--- src/rtl/gpr_file_sb_if.sv ---
// Decode/writeback bus of the scoreboarded register file: write port, two read ports,
// reservation port and status outputs.
interface gpr_file_sb_if #(
    parameter int DATA_W = 16,
    parameter int ADDR_W = 3
);
    logic              ready;
    logic              write_en;
    logic [ADDR_W-1:0] write_dest;
    logic [DATA_W-1:0] write_data;
    logic [ADDR_W-1:0] read_addr_1;
    logic [DATA_W-1:0] read_data_1;
    logic [ADDR_W-1:0] read_addr_2;
    logic [DATA_W-1:0] read_data_2;
    logic              rsv_en;
    logic [ADDR_W-1:0] rsv_addr;
    logic              busy_1;
    logic              busy_2;
    logic [DATA_W-1:0] outrega;

    modport master (
        input  ready, read_data_1, read_data_2, busy_1, busy_2, outrega,
        output write_en, write_dest, write_data, read_addr_1, read_addr_2,
               rsv_en, rsv_addr
    );

    modport slave (
        output ready, read_data_1, read_data_2, busy_1, busy_2, outrega,
        input  write_en, write_dest, write_data, read_addr_1, read_addr_2,
               rsv_en, rsv_addr
    );
endinterface

--- src/rtl/gpr_file_sb.sv ---
// Parametrised register file with post-reset clear sequencer and per-register busy scoreboard.
// Define GPR_FILE_SB_BYPASS_EN to forward same-cycle writes onto the read ports and outrega.
module gpr_file_sb #(
    parameter int DATA_W   = 16,
    parameter int ADDR_W   = 3,
    parameter int ZERO_REG = 1,
    parameter int OUT_REG  = 1
) (
    input  logic         clk,
    input  logic         rst_n,
    gpr_file_sb_if.slave bus
);
    localparam int                NREGS    = 2**ADDR_W;
    localparam logic [ADDR_W-1:0] OUT_IDX  = ADDR_W'(OUT_REG);
    localparam logic [ADDR_W-1:0] LAST_IDX = ADDR_W'(NREGS - 1);

    typedef enum logic {
        CLEAR,
        RUN
    } state_t;

    state_t            state, state_nxt;
    logic [ADDR_W-1:0] clr_cnt;
    logic [DATA_W-1:0] regs [NREGS];
    logic [NREGS-1:0]  busy;
    logic              ready;
    logic              wr_ok;
    logic              rsv_ok;

    function automatic logic is_zero(input logic [ADDR_W-1:0] a);
        return (ZERO_REG != 0) && (a == '0);
    endfunction

    always_ff @(posedge clk or negedge rst_n) begin
        if (!rst_n) begin
            state   <= CLEAR;
            clr_cnt <= '0;
        end else begin
            state <= state_nxt;
            if (state == CLEAR)
                clr_cnt <= clr_cnt + 1'b1;
        end
    end

    always_comb begin
        state_nxt = state;
        case (state)
            CLEAR:   if (clr_cnt == LAST_IDX) state_nxt = RUN;
            RUN:     state_nxt = RUN;
            default: state_nxt = CLEAR;
        endcase
    end

    always_comb begin
        ready  = (state == RUN);
        wr_ok  = ready && bus.write_en && !is_zero(bus.write_dest);
        rsv_ok = ready && bus.rsv_en   && !is_zero(bus.rsv_addr);
    end

    // Array has no reset of its own; the clear sequence zeroes it after every reset.
    always_ff @(posedge clk) begin
        if (state == CLEAR)
            regs[clr_cnt] <= '0;
        else if (wr_ok)
            regs[bus.write_dest] <= bus.write_data;
    end

    // Reserve is applied after the write-clear so a same-index reservation wins.
    always_ff @(posedge clk or negedge rst_n) begin
        if (!rst_n) begin
            busy <= '0;
        end else begin
            if (wr_ok)
                busy[bus.write_dest] <= 1'b0;
            if (rsv_ok)
                busy[bus.rsv_addr] <= 1'b1;
        end
    end

    always_comb begin
        bus.ready       = ready;
        bus.read_data_1 = '0;
        bus.read_data_2 = '0;
        bus.busy_1      = 1'b0;
        bus.busy_2      = 1'b0;
        bus.outrega     = '0;
        if (ready) begin
            if (!is_zero(bus.read_addr_1)) begin
                bus.read_data_1 = regs[bus.read_addr_1];
                bus.busy_1      = busy[bus.read_addr_1];
`ifdef GPR_FILE_SB_BYPASS_EN
                if (wr_ok && bus.read_addr_1 == bus.write_dest) begin
                    bus.read_data_1 = bus.write_data;
                    bus.busy_1      = 1'b0;
                end
`endif
            end
            if (!is_zero(bus.read_addr_2)) begin
                bus.read_data_2 = regs[bus.read_addr_2];
                bus.busy_2      = busy[bus.read_addr_2];
`ifdef GPR_FILE_SB_BYPASS_EN
                if (wr_ok && bus.read_addr_2 == bus.write_dest) begin
                    bus.read_data_2 = bus.write_data;
                    bus.busy_2      = 1'b0;
                end
`endif
            end
            if (!is_zero(OUT_IDX)) begin
                bus.outrega = regs[OUT_IDX];
`ifdef GPR_FILE_SB_BYPASS_EN
                if (wr_ok && bus.write_dest == OUT_IDX)
                    bus.outrega = bus.write_data;
`endif
            end
        end
    end
endmodule

--- src/flat_wrapper.sv ---
// flat-port wrapper written by rule: the top's interface ports become plain ports
module gpr_file_sb_flat 
#(
    parameter int DATA_W   = 16,
    parameter int ADDR_W   = 3,
    parameter int ZERO_REG = 1,
    parameter int OUT_REG  = 1
)
  (clk, rst_n, bus_ready, bus_read_data_1, bus_read_data_2, bus_busy_1, bus_busy_2, bus_outrega, bus_write_en, bus_write_dest, bus_write_data, bus_read_addr_1, bus_read_addr_2, bus_rsv_en, bus_rsv_addr);
  gpr_file_sb_if #(.DATA_W(DATA_W), .ADDR_W(ADDR_W)) bus_i ();
  input  logic clk;
  input  logic rst_n;
  output wire logic [$bits(bus_i.ready)-1:0] bus_ready;
  output wire logic [$bits(bus_i.read_data_1)-1:0] bus_read_data_1;
  output wire logic [$bits(bus_i.read_data_2)-1:0] bus_read_data_2;
  output wire logic [$bits(bus_i.busy_1)-1:0] bus_busy_1;
  output wire logic [$bits(bus_i.busy_2)-1:0] bus_busy_2;
  output wire logic [$bits(bus_i.outrega)-1:0] bus_outrega;
  input wire logic [$bits(bus_i.write_en)-1:0] bus_write_en;
  input wire logic [$bits(bus_i.write_dest)-1:0] bus_write_dest;
  input wire logic [$bits(bus_i.write_data)-1:0] bus_write_data;
  input wire logic [$bits(bus_i.read_addr_1)-1:0] bus_read_addr_1;
  input wire logic [$bits(bus_i.read_addr_2)-1:0] bus_read_addr_2;
  input wire logic [$bits(bus_i.rsv_en)-1:0] bus_rsv_en;
  input wire logic [$bits(bus_i.rsv_addr)-1:0] bus_rsv_addr;
  assign bus_ready = bus_i.ready;
  assign bus_read_data_1 = bus_i.read_data_1;
  assign bus_read_data_2 = bus_i.read_data_2;
  assign bus_busy_1 = bus_i.busy_1;
  assign bus_busy_2 = bus_i.busy_2;
  assign bus_outrega = bus_i.outrega;
  assign bus_i.write_en = bus_write_en;
  assign bus_i.write_dest = bus_write_dest;
  assign bus_i.write_data = bus_write_data;
  assign bus_i.read_addr_1 = bus_read_addr_1;
  assign bus_i.read_addr_2 = bus_read_addr_2;
  assign bus_i.rsv_en = bus_rsv_en;
  assign bus_i.rsv_addr = bus_rsv_addr;
  gpr_file_sb #(.DATA_W(DATA_W), .ADDR_W(ADDR_W), .ZERO_REG(ZERO_REG), .OUT_REG(OUT_REG)) u_core (.clk(clk), .rst_n(rst_n), .bus(bus_i));
endmodule
--- config.mk ---
export PLATFORM = sky130hd
export DESIGN_NAME = gpr_file_sb_flat
export DESIGN_NICKNAME = d
export VERILOG_FILES = /design/src/rtl/gpr_file_sb_if.sv /design/src/rtl/gpr_file_sb.sv /design/src/flat_wrapper.sv
export SDC_FILE = /design/constraint.sdc
export NUM_CORES = 1
export LEC_CHECK = 0
export CELL_PAD_IN_SITES_DETAIL_PLACEMENT = 1
export CELL_PAD_IN_SITES_GLOBAL_PLACEMENT = 1
export CORE_AREA = 2 2 129 131
export CTS_CLUSTER_DIAMETER = 100
export DETAILED_ROUTE_END_ITERATION = 16
export DIE_AREA = 0 0 131 133
export PLACE_DENSITY_LB_ADDON = 0.25
export SETUP_SLACK_MARGIN = 0.15
export SLEW_MARGIN = 0
export SYNTH_ARGS = -nofsm -noshare
export SYNTH_HDL_FRONTEND = slang
export SYNTH_SLANG_ARGS = --single-unit
--- constraint.sdc ---
create_clock -name clk -period 3.1 [get_ports clk]
set_clock_uncertainty 0.2 [all_clocks]
set_input_delay 0.465 -clock clk [delete_from_list [all_inputs] [get_ports clk]]
set_output_delay 0.465 -clock clk [all_outputs]
set_load 0.005 [all_outputs]
==> results.sh <==
export IMPL_cts_buffer_depth=2
export IMPL_grt_start_max_net_pins=44
export IMPL_crit_arrival_ns=2.25
export IMPL_grt_usage_pct=22.6
export IMPL_min_path_type="input port to async pin"
export IMPL_grt_first_pass_wirelength_um=28600
export IMPL_cts_tree="yes"
export IMPL_cts_root_buf="clkbuf_16"
export IMPL_p_leak_uw=0.00306
export IMPL_core_mm2=0.0162
export IMPL_cp_max_fo=7
export IMPL_tightest_slew_ns=0.824
export IMPL_ys_types=41
export IMPL_wirelength_um=18500
export IMPL_fin_hold_ws_ns=0.199
export IMPL_hpwl_um=11700
export IMPL_max_clock_freq_mhz=343
export IMPL_setup_violations=0
export IMPL_diodes=0
export IMPL_cpPeakStageDelay_ns=0.46
export IMPL_htree_levels=4
export IMPL_cts_num_sinks=123
export IMPL_drc_errors=0
export IMPL_fin_crit_ns=2.92
export IMPL_final_area_mm2=0.00825
export IMPL_ys_ff_latch=123
export IMPL_area_growth_syn_to_layout_pct=31.5
export IMPL_worstPathCellList="clkdlybuf4s15_1 > buf_4 > mux2_2 > a221oi_1 > nor3_2 > clkdlybuf4s50_1"
export IMPL_netlist_area_mm2=0.00628
export IMPL_post_drt_wl_per_cell_um=23.9
export IMPL_rows=47
export IMPL_antenna_left=0
export IMPL_p_int_uw=3340
export IMPL_cts_buffers=17
export IMPL_start_kind="input port"
export IMPL_yosys_warnings=0
export IMPL_r2r_slack_ns=0.77
export IMPL_first_iter_violations=257
export IMPL_reg2reg_depth=6
export IMPL_p_switching_uw=979
export IMPL_place_area_mm2=0.00755
export IMPL_gp_congestion=0.743
export IMPL_syn_nets=471
export IMPL_routed_via_density=5.79
export IMPL_drv_slew=0
export IMPL_pwr_share_clk_pct=45.3
export IMPL_postSynthAreaPerCell_um2=14.4
export IMPL_antenna_found_initial=1
export IMPL_ioPinCount=83
export IMPL_critical_path_class="input port to output pin"
export IMPL_fin_total_pwr_uw=4320
export IMPL_outcome="finished, final reports clean"
export IMPL_hold_viol_final=0
export IMPL_tns_ns=0
export IMPL_fin_nets=576
export IMPL_ir_drop_mv=0.395
export IMPL_die_area_mm2=0.0174
export IMPL_swShare_pct=22.7
export IMPL_cp_data_required_time_ns=2.43
export IMPL_p_per_area_mw_per_mm2=523
export IMPL_fp_dieW_um=131
export IMPL_finalCritPeriodShare_pct=94.1
export IMPL_drive_gt1_share_pct=31.0
export IMPL_first_pass_iters=4
export IMPL_timing_rr_start="u_core.bus.ready"
export IMPL_p_comb_share_pct=11.6
export IMPL_seqPwrFrac_pct=43.1
export IMPL_initial_core_util_pct=38.8
export IMPL_grt_pass1_vias=4896
export IMPL_syn_inst=437
export IMPL_maxCapViolations=0
export IMPL_vias=4484
export IMPL_gr_total_overflow=0
export IMPL_critPathSlowestCell="clkdlybuf4s50_1"
export IMPL_fp_dieH_um=133
export IMPL_synth_seq_area_share_pct=58.0
export IMPL_critPathCaptureType="output pin"
export IMPL_relSlewSlack_pct=45.0
export IMPL_timing_rr_end="u_core.regs[7][0]"
export IMPL_clkTransAtPathRegs_ns=0.06
export IMPL_port_buffers=82
export IMPL_insertion_delay_ns=0.43
export IMPL_rsz0062_at_grt="yes"
-- sequential cells by signal, indices dropped and copies added, names as in the netlist --
register          count
u_core.clr_cnt        3
u_core.regs         112
u_core.busy           7
u_core.bus.ready      1
-- critical path, delay by kind of cell --
kind / cells / cell delay, ns
and+or+nand+nor: 1 / 0.10
buffers and inverters: 3 / 1.01
muxes: 1 / 0.35
AOI/OAI and AO/OA: 1 / 0.32
-- stage by stage --
step           instances  util, %  setup WS (ns)
3_3_place_gp         740     46.7        -0.0655
4_1_cts              773     50.6          0.170
3_5_place_dp         740     46.7         -0.128
2_1_floorplan        437        -          0.320
5_1_grt              775     51.0          0.123
6_report             775     51.0          0.183
-- cell usage after synthesis, drive strengths merged --
cell,n,area (µm²)
a32o,2,20.0
o221ai,1,8.76
nand2b,6,37.5
ha,2,25.0
a21boi,1,7.51
buf,26,194
clkbuf,9,33.8
inv,4,15.0
o22a,1,8.76
o21ai,29,145
o22ai,14,87.6
clkinv,1,3.75
edfxtp,112,3360
mux4,19,454
a31oi,3,18.8
nor2,16,60.1
xnor2,1,8.76
a221oi,30,263
nor2b,2,22.5
mux2i,1,10.0
a32oi,2,17.5
nand3b,5,37.5
o211ai,3,22.5
mux2,65,736
a21oi,2,10.0
nor3,23,115
dfrtp,11,275
and2,32,200
o31ai,2,15.0
nand3,2,10.0
o311a,1,10.0
nand2,7,26.3
or2,1,6.26
a21o,1,7.51
-- power by group through the flow --
stage | Sequential [µW] | Clock [µW] | Combinational (µW)
after floorplan | 1890 | 0 | 253
after global placement | 1890 | 0 | 477
after detailed placement | 1890 | 0 | 485
after CTS | 1860 | 1980 | 500
after global routing | 1860 | 2050 | 542
final | 1860 | 1960 | 503
-- cells in the final DEF (no fill, tap or decap), types with 2 or more instances in the layout --
cell and instances:
mux4_2 12, buf_12 9, o21ai_0 19, a221oi_1 28, nor3_2 16, a32oi_1 2, o22ai_1 14, inv_1 3
nand3_1 2, a221oi_2 2, edfxtp_1 112, o31ai_1 2, nand2_1 6, dfrtp_1 11, clkdlybuf4s50_1 74, nor2_1 16
a21oi_1 2, and2_1 32, buf_2 2, mux4_1 7, clkinvlp_4 5, clkinv_1 4, nand2b_1 6, dlymetal6s2s_1 4
mux2_2 64, o21ai_1 9, buf_4 29, nand3b_1 5, o211ai_1 3, clkbuf_16 17, a32o_1 2, clkinv_2 5
nor3_1 7, a31oi_1 3, ha_1 2, bufinv_16 3
-- logic make-up after synthesis --
group / synth area share [%]
compound gates: 10.2
buf+inv: 3.93
mux: 19.1
simple gates: 8.21
flops: 58.0
fa+ha+maj: 0.399
xor+xnor: 0.140
-- repair_timing --
item                       4_1_cts  5_1_grt
pin swaps                        1        1
buffers inserted                 0        2
setup endpoints to repair       32       22
resized for setup                7       18
hold buffers                     0        0
cloned                           1        0
-- layer usage --
layer	GRT usage, %	up-vias	wire length, µm
met5	0	-	0
met4	7.98	0	261
met3	5.10	23	1010
met2	37.7	140	9560
met1	28.7	2347	7700
li1	-	1974	-
-- layout make-up --
class / instances / area, µm²
Fill cell: 1580 / 7920
Sequential cell: 123 / 3640
Multi-Input combinational cell: 274 / 2490
Timing Repair Buffer: 121 / 1250
Clock buffer: 17 / 425
Tap cell: 220 / 275
Clock inverter: 15 / 156
Inverter: 5 / 22.5
-- worst max path at each step --
stage | startpoint | end | slack [ns] | cells past startpoint
final | bus_read_addr_1[2] | bus_read_data_1[10] | 0.18 | 6
after global routing | bus_read_addr_1[1] | bus_read_data_1[5] | 0.12 | 6
after CTS | bus_read_addr_2[2] | bus_read_data_2[11] | 0.17 | 6
after detailed placement | bus_read_addr_2[2] | bus_read_data_2[10] | -0.13 | 7
after global placement | bus_read_addr_1[2] | bus_read_data_1[11] | -0.07 | 6
after floorplan | bus_write_en | u_core.regs[1][0] | 0.32 | 4
Note: power is estimated with default switching activity, not from simulation.
==> RTL change (same flow settings) <==
`DATA_W` is set to 16 in 3 places; all go to 24.
--- a/src/rtl/gpr_file_sb_if.sv
+++ b/src/rtl/gpr_file_sb_if.sv
@@ -3,3 +3,3 @@
 interface gpr_file_sb_if #(
-    parameter int DATA_W = 16,
+    parameter int DATA_W = 24,
     parameter int ADDR_W = 3
--- a/src/rtl/gpr_file_sb.sv
+++ b/src/rtl/gpr_file_sb.sv
@@ -3,3 +3,3 @@
 module gpr_file_sb #(
-    parameter int DATA_W   = 16,
+    parameter int DATA_W   = 24,
     parameter int ADDR_W   = 3,
--- a/src/flat_wrapper.sv
+++ b/src/flat_wrapper.sv
@@ -3,3 +3,3 @@
 #(
-    parameter int DATA_W   = 16,
+    parameter int DATA_W   = 24,
     parameter int ADDR_W   = 3,
Interface: changed (resized bus_outrega, bus_read_data_1, bus_read_data_2 and bus_write_data); port bits go from 83 to 115. No check against the original RTL was run, so the function may have changed too.
==> RTL change against the unedited design <==
Setup slack got worse by 0.095 ns; critical path depth unchanged; routed wire length is 66% higher; design area is 36% higher; worst hold slack got worse by 0.027 ns; power is 29% higher; area after synthesis grew 42%; sequential cell count rose by 56; critical endpoint is now bus_read_data_1[9].
==> RTL change: results (changes against the unedited design) <==
Run status
  • Outcome: finished clean

Layout
  • Largest regs: u_core.regs (168), u_core.busy (7), u_core.clr_cnt (3)
  • Multi-In Gates: 363 (+32%)
  • Final clock-cell share: 5.04% (-2.0 points)
  • CLK BUF: 18 (+1)
  • Final non-filler cell total: 956 (+23%)
  • Fraction of layout cells with a size suffix above 1: 28.3% (-2.7 points)

Placed design
  • DP Cell Count: 924 (+25%)
  • Port Buffers: 114 (+39%)
  • Dpl hpwl: 17500 µm (+49%)

Drt
  • Drt first-iter violations: 836 (+230%)
  • Met2 WL post-DR: 15500 µm (+62%)
  • Post-Route WL: 30700 µm (+66%)

STA
  • Worst Max-Slew Pin Slew: 0.764 ns (-0.0606 ns)

Synth
  • Asr flop ratio synth: 6.15% (-2.8 points)
  • Post-synth cell types: 35 (-15%)
  • Cells after Synth: 599 (+37%)
  • Mux cell area share after synthesis: 19.2% (+0.13 points)
  • XOR/XNOR share of the synthesized area: 0.0985% (-0.041 points)

Global routing
  • Vias in the first global route: 7201 (+47%)
  • Pin count of the biggest net entering global routing: 79 (+80%)
  • First-pass GRT wire length: 45300 µm (+58%)

Worst setup path
  • Max incr delay on CP: 0.61 ns (+0.15 ns)
  • Worst reg2reg endpoint: u_core.regs[5][22]

Pwr
  • Pwr Density: 499 nW/µm² (-4.6%)
  • Internal power: 4.21 mW (+26%)
==> RTL change: changes by cell type after synthesis, sizes merged, moves of 6 or more <==
cell,before,now
mux4,19,38
buf,26,32
mux2,65,76
a221oi,30,48
clkbuf,9,21
nor2,16,36
edfxtp,112,168
o21ai,29,48
and2,32,48
==> RTL change: stage by stage <==
stage	setup slack (ns)	instance area [µm²]
final	0.0881	11200
after global placement	0.0808	10500
after CTS	0.162	11100
after floorplan	-0.242	8900
after global routing	0.126	11200
after detailed placement	-0.0603	10500
==> RTL change: kinds of logic (layout without fill, tap and decap cells) <==
| family | count (synthesis) | count (layout) |
|---|---|---|
| xor+xnor | 1 | 1 |
| fa+ha+maj | 2 | 2 |
| mux | 114 | 114 |
| compound gates | 122 | 122 |
| flops | 179 | 179 |
| buf+inv | 57 | 194 |
| simple gates | 124 | 124 |
==> RTL change: what timing repair did <==
action,in CTS,in global routing
hold buffers,0,0
gates resized for setup,6,3
hold endpoints to repair,0,0
endpoints found under the setup margin,23,5
cloned,0,2
